===== src/rtl/psc_trigger_pkg.sv =====
// Shared types and constants for the PSC trigger bank.
// Channel state encoding and configuration register selects live here.
package psc_trigger_pkg;

  typedef enum logic [1:0] {
    IDLE  = 2'd0,
    DELAY = 2'd1,
    PULSE = 2'd2
  } state_e;

  localparam logic CFG_DELAY = 1'b0;
  localparam logic CFG_WIDTH = 1'b1;

  // Channel-index width, never narrower than one bit.
  function automatic int addr_w(input int n);
    return (n > 1) ? $clog2(n) : 1;
  endfunction

endpackage


===== src/rtl/psc_trigger_bank_if.sv =====
// Configuration write port of the PSC trigger bank.
// The host drives it through the master modport; the bank listens on slave.
interface psc_trigger_bank_if
  import psc_trigger_pkg::*;
#(
  parameter int CHANNELS = 4,
  parameter int CNT_W    = 16
);
  localparam int ADDR_W = addr_w(CHANNELS);

  logic              cfg_we;
  logic [ADDR_W-1:0] cfg_addr;
  logic              cfg_sel;
  logic [CNT_W-1:0]  cfg_data;

  modport master (output cfg_we, cfg_addr, cfg_sel, cfg_data);
  modport slave  (input  cfg_we, cfg_addr, cfg_sel, cfg_data);

endinterface


===== src/rtl/psc_trigger_channel.sv =====
// One trigger channel: delay/pulse FSM, live and shadow timing registers, sticky overrun flag.
// Define PSC_TRIG_RETRIGGER_EN to let a trigger during DELAY restart the delay instead of flagging an overrun.
module psc_trigger_channel
  import psc_trigger_pkg::*;
#(
  parameter int CNT_W     = 16,
  parameter int DEF_DELAY = 0,
  parameter int DEF_WIDTH = 50
) (
  input  logic             clk,
  input  logic             reset,
  input  logic             trig_i,
  input  logic             enable_i,
  input  logic             we_delay_i,
  input  logic             we_width_i,
  input  logic [CNT_W-1:0] wdata_i,
  input  logic             miss_clr_i,
  output logic             psc_output_o,
  output logic             busy_o,
  output logic             missed_o
);

`ifdef PSC_TRIG_RETRIGGER_EN
  localparam bit RETRIGGER = 1'b1;
`else
  localparam bit RETRIGGER = 1'b0;
`endif

  state_e           state_q, state_d;
  logic [CNT_W-1:0] cnt_q, cnt_d;
  logic [CNT_W-1:0] live_delay_q, live_delay_d;
  logic [CNT_W-1:0] live_width_q, live_width_d;
  logic [CNT_W-1:0] shadow_width_q, shadow_width_d;
  logic             missed_q, missed_d;
  logic             psc_q, psc_d;
  logic             busy_q, busy_d;

  logic             accept;
  logic [CNT_W-1:0] eff_width;
  state_e           start_state;
  logic [CNT_W-1:0] start_cnt;

  // The delay is consumed straight into cnt at acceptance, so only the width needs a shadow copy.
  assign accept      = trig_i & enable_i;
  assign eff_width   = (live_width_q == '0) ? CNT_W'(1) : live_width_q;
  assign start_state = (live_delay_q == '0) ? PULSE : DELAY;
  assign start_cnt   = (live_delay_q == '0) ? eff_width - CNT_W'(1) : live_delay_q - CNT_W'(1);

  always_comb begin
    // NOTE: every variable gets a default before the case so no path can infer a latch.
    state_d        = state_q;
    cnt_d          = cnt_q;
    shadow_width_d = shadow_width_q;
    missed_d       = missed_q & ~miss_clr_i;
    live_delay_d   = we_delay_i ? wdata_i : live_delay_q;
    live_width_d   = we_width_i ? wdata_i : live_width_q;

    unique case (state_q)
      IDLE: begin
        if (accept) begin
          state_d        = start_state;
          cnt_d          = start_cnt;
          shadow_width_d = eff_width;
        end
      end
      DELAY: begin
        if (accept && RETRIGGER) begin
          state_d        = start_state;
          cnt_d          = start_cnt;
          shadow_width_d = eff_width;
        end else begin
          if (accept) missed_d = 1'b1;
          if (cnt_q == '0) begin
            state_d = PULSE;
            cnt_d   = shadow_width_q - CNT_W'(1);
          end else begin
            cnt_d = cnt_q - CNT_W'(1);
          end
        end
      end
      PULSE: begin
        if (accept) missed_d = 1'b1;
        if (cnt_q == '0) state_d = IDLE;
        else             cnt_d   = cnt_q - CNT_W'(1);
      end
      default: state_d = IDLE;
    endcase

    psc_d  = (state_d == PULSE);
    busy_d = (state_d != IDLE);
  end

  always_ff @(posedge clk) begin
    // NOTE: state registers use non-blocking assignments so all flops update from pre-edge values.
    if (reset) begin
      state_q        <= IDLE;
      cnt_q          <= '0;
      live_delay_q   <= CNT_W'(DEF_DELAY);
      live_width_q   <= CNT_W'(DEF_WIDTH);
      shadow_width_q <= CNT_W'(DEF_WIDTH);
      missed_q       <= 1'b0;
      psc_q          <= 1'b0;
      busy_q         <= 1'b0;
    end else begin
      state_q        <= state_d;
      cnt_q          <= cnt_d;
      live_delay_q   <= live_delay_d;
      live_width_q   <= live_width_d;
      shadow_width_q <= shadow_width_d;
      missed_q       <= missed_d;
      psc_q          <= psc_d;
      busy_q         <= busy_d;
    end
  end

  assign psc_output_o = psc_q;
  assign busy_o       = busy_q;
  assign missed_o     = missed_q;

endmodule


===== src/rtl/psc_trigger_bank.sv =====
// Multi-channel PSC trigger: synchronises the EVR trigger, detects its rising edge and fans it out.
// Retrigger-in-DELAY behaviour is selected by the PSC_TRIG_RETRIGGER_EN macro inside each channel.
module psc_trigger_bank
  import psc_trigger_pkg::*;
#(
  parameter int CHANNELS    = 4,
  parameter int CNT_W       = 16,
  parameter int SYNC_STAGES = 2,
  parameter int DEF_DELAY   = 0,
  parameter int DEF_WIDTH   = 50
) (
  input  logic                clk,
  input  logic                reset,
  input  logic                evr_trigger,
  input  logic [CHANNELS-1:0] enable,
  psc_trigger_bank_if.slave   cfg,
  input  logic [CHANNELS-1:0] miss_clr,
  output logic [CHANNELS-1:0] psc_output,
  output logic [CHANNELS-1:0] busy,
  output logic [CHANNELS-1:0] missed
);

  localparam int ADDR_W = addr_w(CHANNELS);

  logic [SYNC_STAGES-1:0] sync_q, sync_d;
  logic                   edge_q, edge_d;
  logic                   trig;
  logic [CHANNELS-1:0]    we_delay, we_width;

  assign sync_d = {sync_q[SYNC_STAGES-2:0], evr_trigger};
  assign edge_d = sync_q[SYNC_STAGES-1];
  assign trig   = sync_q[SYNC_STAGES-1] & ~edge_q;

  always_ff @(posedge clk) begin
    if (reset) begin
      sync_q <= '0;
      edge_q <= 1'b0;
    end else begin
      sync_q <= sync_d;
      edge_q <= edge_d;
    end
  end

  // Addresses beyond the last channel match nothing and are dropped.
  always_comb begin
    we_delay = '0;
    we_width = '0;
    for (int i = 0; i < CHANNELS; i++) begin
      if (cfg.cfg_we && (cfg.cfg_addr == ADDR_W'(i))) begin
        we_delay[i] = (cfg.cfg_sel == CFG_DELAY);
        we_width[i] = (cfg.cfg_sel == CFG_WIDTH);
      end
    end
  end

  for (genvar g = 0; g < CHANNELS; g++) begin : g_ch
    psc_trigger_channel #(
      .CNT_W     (CNT_W),
      .DEF_DELAY (DEF_DELAY),
      .DEF_WIDTH (DEF_WIDTH)
    ) u_ch (
      .clk          (clk),
      .reset        (reset),
      .trig_i       (trig),
      .enable_i     (enable[g]),
      .we_delay_i   (we_delay[g]),
      .we_width_i   (we_width[g]),
      .wdata_i      (cfg.cfg_data),
      .miss_clr_i   (miss_clr[g]),
      .psc_output_o (psc_output[g]),
      .busy_o       (busy[g]),
      .missed_o     (missed[g])
    );
  end

endmodule


===== src/flat_wrapper.sv =====
// flat-port wrapper written by rule: the top's interface ports become plain ports
module psc_trigger_bank_flat import psc_trigger_pkg::*;
#(
  parameter int CHANNELS    = 4,
  parameter int CNT_W       = 16,
  parameter int SYNC_STAGES = 2,
  parameter int DEF_DELAY   = 0,
  parameter int DEF_WIDTH   = 50
)
  (clk, reset, evr_trigger, enable, miss_clr, psc_output, busy, missed, cfg_cfg_we, cfg_cfg_addr, cfg_cfg_sel, cfg_cfg_data);
  psc_trigger_bank_if #(.CHANNELS(CHANNELS), .CNT_W(CNT_W)) cfg_i ();
  input  logic clk;
  input  logic reset;
  input  logic evr_trigger;
  input  logic [CHANNELS-1:0] enable;
  input  logic [CHANNELS-1:0] miss_clr;
  output logic [CHANNELS-1:0] psc_output;
  output logic [CHANNELS-1:0] busy;
  output logic [CHANNELS-1:0] missed;
  input wire logic [$bits(cfg_i.cfg_we)-1:0] cfg_cfg_we;
  input wire logic [$bits(cfg_i.cfg_addr)-1:0] cfg_cfg_addr;
  input wire logic [$bits(cfg_i.cfg_sel)-1:0] cfg_cfg_sel;
  input wire logic [$bits(cfg_i.cfg_data)-1:0] cfg_cfg_data;
  assign cfg_i.cfg_we = cfg_cfg_we;
  assign cfg_i.cfg_addr = cfg_cfg_addr;
  assign cfg_i.cfg_sel = cfg_cfg_sel;
  assign cfg_i.cfg_data = cfg_cfg_data;
  psc_trigger_bank #(.CHANNELS(CHANNELS), .CNT_W(CNT_W), .SYNC_STAGES(SYNC_STAGES), .DEF_DELAY(DEF_DELAY), .DEF_WIDTH(DEF_WIDTH)) u_core (.clk(clk), .reset(reset), .evr_trigger(evr_trigger), .enable(enable), .cfg(cfg_i), .miss_clr(miss_clr), .psc_output(psc_output), .busy(busy), .missed(missed));
endmodule

===== config.mk =====
export PLATFORM = sky130hd
export DESIGN_NAME = psc_trigger_bank_flat
export DESIGN_NICKNAME = d
export VERILOG_FILES = /design/src/rtl/psc_trigger_pkg.sv /design/src/rtl/psc_trigger_bank_if.sv /design/src/rtl/psc_trigger_channel.sv /design/src/rtl/psc_trigger_bank.sv /design/src/flat_wrapper.sv
export SDC_FILE = /design/constraint.sdc
export NUM_CORES = 1
export LEC_CHECK = 0
export ABC_AREA = 1
export CAP_MARGIN = 30
export CORE_MARGIN = 4
export CORE_UTILIZATION = 29
export DETAILED_ROUTE_END_ITERATION = 7
export HOLD_SLACK_MARGIN = 0.15
export PLACE_DENSITY = 0.55
export SYNTH_ARGS = -nofsm -noshare
export SYNTH_HDL_FRONTEND = slang
export SYNTH_SLANG_ARGS = --single-unit

===== constraint.sdc =====
create_clock -name clk -period 1.95 [get_ports clk]
set_clock_uncertainty 0.1 [all_clocks]
set_input_delay 0.2925 -clock clk [delete_from_list [all_inputs] [get_ports clk]]
set_output_delay 0.2925 -clock clk [all_outputs]
set_load 0.02 [all_outputs]

Word level (Yosys, flattened, before mapping)
Cells that the tools add are included.

word-level totals
  register bits = 279
  output and inout bits = 12

operators by class
  add/subtract/negate cells = 16
  equal/unequal tests = 23
  muxes and demuxes = 60
  bitwise gates (word level) = 15
  reduce and logical (&&, ||, !) cells = 41

operators by type and width
  kind                   count
  $mux 16                20
  $sub 16x1->16 const B  16
  $logic_not 16->1       12
  $pmux 16 s3            4
  $mux 2                 16
  $pmux 2 s3             4
  $eq 2x2->1 const B     10
  $mux 1                 16
  $ne 2x2->1 const B     8
  $reduce_and 3->1       4
  $reduce_bool 3->1      4
  $eq 2x1->1 const B     5
  $logic_not 2->1        5
  $and 1x1->1            9
  $reduce_and 2->1       4
  $reduce_bool 2->1      4
  $reduce_or 2->1        4
  $not 1->1              6
  $logic_and 1x1->1      4

Longest topological paths before layout
  depth after elaboration = 6
  mapped depth = 17
  depth with buffers taken out = 17

Modules after synthesis
A second synthesis with hierarchy kept.

unflattened totals
  cells, all modules = 2632
  area, all modules = 17202.7 µm²

modules (own cells, without submodules)
  module                                          times used  cells an instance  area an instance (µm²)  seq. area each (µm²)
  psc_trigger_channel at u_core.g_ch[0].u_ch ...  2           656                4259.1                  1381.3
  psc_trigger_channel at u_core.g_ch[3].u_ch      1           662                4331.7                  1381.3
  psc_trigger_channel at u_core.g_ch[2].u_ch      1           632                4202.8                  1381.3
  psc_trigger_bank                                1           26                 150.1                   60.1

Worst setup path before layout
No wires, ideal clock.

  path kind = register to register
  start point = register u_core.g_ch[1].u_ch.live_delay_q[6]
  end point = register u_core.g_ch[1].u_ch.cnt_q[6]
  library setup time = 119 ps
  arrival = 1913 ps
  required time = 1731 ps
  setup slack = -183 ps
  stages on the path, launching flop included = 16
  buffers on the path = 0
  period minus slack after synthesis = 2133 ps
  cells stage by stage = dfxtp_1 > nor2_1 > nand2_2 > nor2_8 > nand2_8 > clkinv_2 > nand3_2 > nand2_4 > ha_1 > nand3_1 > nor2_2 > nand2_1 > o21bai_1 > o21ai_0 > nand2_1 > a21oi_1

on the way
  cells in the longest elaborated chain, start to end = 4
  elaborated cells between the ends (all ways) = 5
  those cells by class = add/sub: 1; mux: 3; reduce/logical: 1

ends and longest elaborated chain
  element                                            RTL line                    source
  from (decl)                                        psc_trigger_channel.sv:31   logic [CNT_W-1:0] live_delay_q, live_delay_d;
  from (signal assigned)                             psc_trigger_channel.sv:98   live_delay_q <= CNT_W'(DEF_DELAY);
  from (signal assigned)                             psc_trigger_channel.sv:107  live_delay_q <= live_delay_d;
  $sub 16x1->16 or $logic_not 16->1 (tied branches)  psc_trigger_channel.sv:47   assign start_cnt = (live_delay_q == '0) ? eff_width - CNT_W'(1) : live_delay_q - CNT_W'(1);
  $mux 16 (*)                                        psc_trigger_channel.sv:47
  $mux 16 (*)                                        psc_trigger_channel.sv:60   if (accept) begin
  $pmux 16 s3 (*)                                    psc_trigger_channel.sv:58   unique case (state_q)
  to (signal assigned)                               psc_trigger_channel.sv:106  cnt_q <= cnt_d;
  to (decl)                                          psc_trigger_channel.sv:30   logic [CNT_W-1:0] cnt_q, cnt_d;

Every way passes the cells marked *; elsewhere a longest branch is shown, timed or not. The select of a mux whose other input is x is not followed.
A chain may end at the register's enable or synchronous reset.

Final worst setup path
  start point = register u_core.g_ch[1].u_ch.live_delay_q[5]
  end point = register u_core.g_ch[1].u_ch.cnt_q[2]

on the way
  cells in the longest elaborated chain, start to end = 4

ends and longest elaborated chain
  element           RTL line
  $logic_not 16->1  psc_trigger_channel.sv:47
  $mux 16           psc_trigger_channel.sv:47
  $mux 16           psc_trigger_channel.sv:60
  $pmux 16 s3       psc_trigger_channel.sv:58

Every way passes these cells. The select of a mux whose other input is x is not followed.

==> results.md <==
* Critical setup path kind: reg -> reg
* Clock slew at reported path FFs at 0.06 ns
* Antenna-violating nets left at 0
* Top-area cell type share of the netlist area at 32.6%
* Starting Density at 29.5%
* Die Span X at between 200 and 300 um
* Detailed placement HPWL at 43.6 mm
* Initial DRT Pass Iterations at 6
* Layout cell share with drive strength beyond 1 at 32.5%
* Simple-gate portion of the synthesized area at between 20% and 30%
* Pwr/cell area at 901 mW/mm^2
* CTS sink cnt at 279
* Asr flop ratio synth at 0%
* Max Slew Vio Count at 0
* Post-placement setup slack at -0.166 ns
* Global Route met2 Usage at a little under a third
* Via count at 18.4k
* Crit path DAT at 2.42 ns
* Syn Std Cell Area at roughly 0.017 sq mm
* #FFs+latches synth at 279
* Hold WS at 0.224 ns
* Filler cell count at 6,052
* Crit-path slowest cell: dfxtp_2
* Clk_lat worst skew at between 0.5 and 0.6 ns
* CTS tree: done
* Post-synth EDFFs at 0
* Worst min path class: in -> reg
* Ranking of synthesized cells by area: dfxtp_1 33%, nand2_1 10%, o21ai_0 9.0%
* Worst-path fanout max at 5
* Routed vias/inst at between 4 and 5
* GRT Max-Usage Layer: met2
* Sequential share of the synthesized area at roughly a third
* Die height at 251 um
* Worst EP required at ~2.3 ns
* Pwr Total at 22.3 mW
* P&R area growth vs syn at 44.1%
* CP Launch Type: flip-flop
* M1 GR Usage at between 20% and 30%
* Cells after synthesis at 2,624
* Buf/Inv on CP at 4
* Cell variety after synth at 56
* Final wirelength at 59.7 mm
* Worst slew pin tran at 0.561 ns
* Syn_area_per_cell at 6.53 sq um
* CP top delay family: simple AND/OR/NAND/NOR gates
* First-pass GRT wire length at around 93 mm
* Largest net degree at the start of global routing at 56
* Global route overflow at 0
* Crit path time final at 2.08 ns
* Initial DRC count at between 1k and 1.5k
* Port-buffer cells at 42
* RSZ-0062 raised after global routing: yes
* Final worst setup slack at -0.129 ns
* Worst rel slew slack at a little over three fifths
* Vias in the first global route at 17.3k
* Drt wl/cell at 15.5 um
* Final core occ at 42.5%
* Syn. warnings at 0
* FP Rows at 88
* IO Count at 43
* Clock root buffer: clkbuf_16
* GRT Overall Usage at 18.1%
* Final setup viols at between 40 and 50
* Top-count cell post-synth: nand2_1
* Net count reported at finish at 3,112
* Core footprint at roughly 0.058 sq mm
* Peak VDD IR at between 400 and 500 uV
* CTS H-tree depth at 2
* Final worst-path cycle share at 107%
* Grt met3 use at 2.04%
* Slowest cell delay on critical path at 0.32 ns
* CP Capture Type: flip-flop
* Combinational family with the most area after synthesis: simple AND/OR/NAND/NOR gates
* Max frequency at 0.481 GHz
* Area fraction in compound gates after synthesis at 21.3%
* Failing checks: setup timing
* Status: complete, but fails checks
* Gpl congestion at 0.912
* Adder-cell area share of the yosys netlist at under 10%
* Design Area, Final at 0.0247 sq mm
* DRC at 0
* Die ar. at 0.0631 sq mm
* Final hold vios at 0
* P_leak at roughly 11 nW
* Mux cell area share after synthesis at 0%
* CTS buffer count at 35
* Synth top cells by count: 469 x nand2_1, 310 x o21ai_0, 304 x nor2_1
* CTS Buffer Depth at 3
* Cell taking the most area after synthesis: dfxtp_1
* Top FF cell, synth: dfxtp_1
* Initial antenna violation count at 1
* Post-Syn Nets at 2,687
* XOR/XNOR Fraction of Synth Area at 4.19%
* DP Area at about 0.021 sq mm
* CP Cell Sequence: nor2_2 -> nand2_2 -> nor2_8 -> nand2_8 -> buf_12 -> o21ai_4 -> inv_2 -> ha_4 -> buf_6 -> xor2_1 -> nand2_1 -> nand3_2 -> o211ai_1 -> inv_1
* Max_cap viols at 0
where the power goes:
group	internal, mW	leakage [nW]	total [mW]	switching [mW]
clock	4.16	0.567	6.83	2.67
sequential	6.02	2.29	6.26	0.244
combinational	3.99	8.15	9.17	5.18
logic make-up (layout without fill, tap and decap cells):
logic type,count (synthesis),in the layout
and+or+nand+nor,1121,1121
buffers and inverters,430,881
DFF,279,279
xor gates and xnor gates,82,82
other,0,1
AOI/OAI and AO/OA,680,680
adders and majority gates,32,32
timing repair:
action,CTS,global route
endpoints found under the hold margin,1,0
pin swaps,60,179
gates cloned,3,0
resized for setup,146,415
buffers inserted,19,45
hold buffers,1,0
endpoints found under the setup margin,70,82
tightest hold or removal path: stages:
cell             delay [ns]
clkdlybuf4s50_1        0.39
inv_1                  0.06
nor2_1                 0.06
routing by layer:
layer,routed length [um],up-vias
li1,-,9446
met4,1790,0
met2,27700,421
met1,27400,8412
met5,0,-
met3,2790,100
placed cells by master, fill, tap and decap left out, types with 8 or more instances in the layout:
cell	netlist	layout
nand2_1	469	389
buf_4	18	389
inv_1	303	277
o21ai_0	310	267
a21oi_1	294	255
dfxtp_1	279	232
nor2_1	304	220
nand3_1	205	147
nand2_2	21	79
nor2_2	21	64
nor2_4	16	57
xor2_1	56	54
nand3_2	5	51
dfxtp_2	0	47
buf_6	4	39
clkbuf_16	0	37
clkdlybuf4s50_1	0	37
a21oi_2	4	36
o21ai_1	11	35
inv_2	15	32
nand4_1	28	28
nand2_4	6	25
xnor2_1	26	25
ha_1	32	24
o21ai_2	5	21
o211ai_1	18	18
buf_12	0	17
nand3_4	3	15
nor3_1	14	10
clkinvlp_4	0	9
ha_4	0	8
clkbuf_1	67	8
metrics by stage:
stage	setup TNS, ns	instances
detailed placement	-4.98	3715
global placement	-3.33	3715
floorplan	-0.377	2624
global route	-9.64	3840
finish	-2.13	3841
CTS	-1.09	3801
layout make-up:
| cell class | instances | area (sq um) | area share (%) |
|---|---|---|---|
| Clock inverter | 14 | 185 | 0.750 |
| Inverter | 326 | 1290 | 5.21 |
| Timing Repair inverter | 1 | 7.51 | 0.0304 |
| Tap cell | 765 | 957 | 3.87 |
| Clock buffer | 49 | 1010 | 4.09 |
| Timing Repair Buffer | 491 | 4160 | 16.8 |
| Sequential cell | 279 | 5640 | 22.8 |
| Antenna cell | 1 | 2.50 | 0.0101 |
| Multi-Input combinational cell | 1915 | 11500 | 46.4 |
final timing paths:
| path | endpoint | slack [ns] | startpoint | cells after the start |
|---|---|---|---|---|
| worst max-delay path | u_core.g_ch[1].u_ch.cnt_q[2] | -0.13 | u_core.g_ch[1].u_ch.live_delay_q[5] | 14 |
| worst min-delay path | u_core.sync_q[0] | 0.22 | evr_trigger | 3 |
| worst min register to register | u_core.sync_q[1] | 0.30 | u_core.sync_q[0] | 2 |
| worst max register to register | u_core.g_ch[1].u_ch.cnt_q[2] | -0.13 | u_core.g_ch[1].u_ch.live_delay_q[5] | 14 |
registers in the layout, indices dropped and copies added, names as in the netlist:
| name | flops |
|---|---|
| u_core.edge_q | 1 |
| u_core.g_ch.u_ch.live_width_q | 64 |
| u_core.g_ch.u_ch.cnt_q | 64 |
| u_core.g_ch.u_ch.live_delay_q | 64 |
| u_core.g_ch.u_ch.shadow_width_q | 64 |
| u_core.g_ch.u_ch.state_q | 8 |
| u_core.g_ch.u_ch.busy_o | 4 |
| u_core.g_ch.u_ch.missed_o | 4 |
| u_core.sync_q | 2 |
| u_core.g_ch.u_ch.psc_output_o | 4 |
No activity file was read; power rests on OpenSTA's default activity.
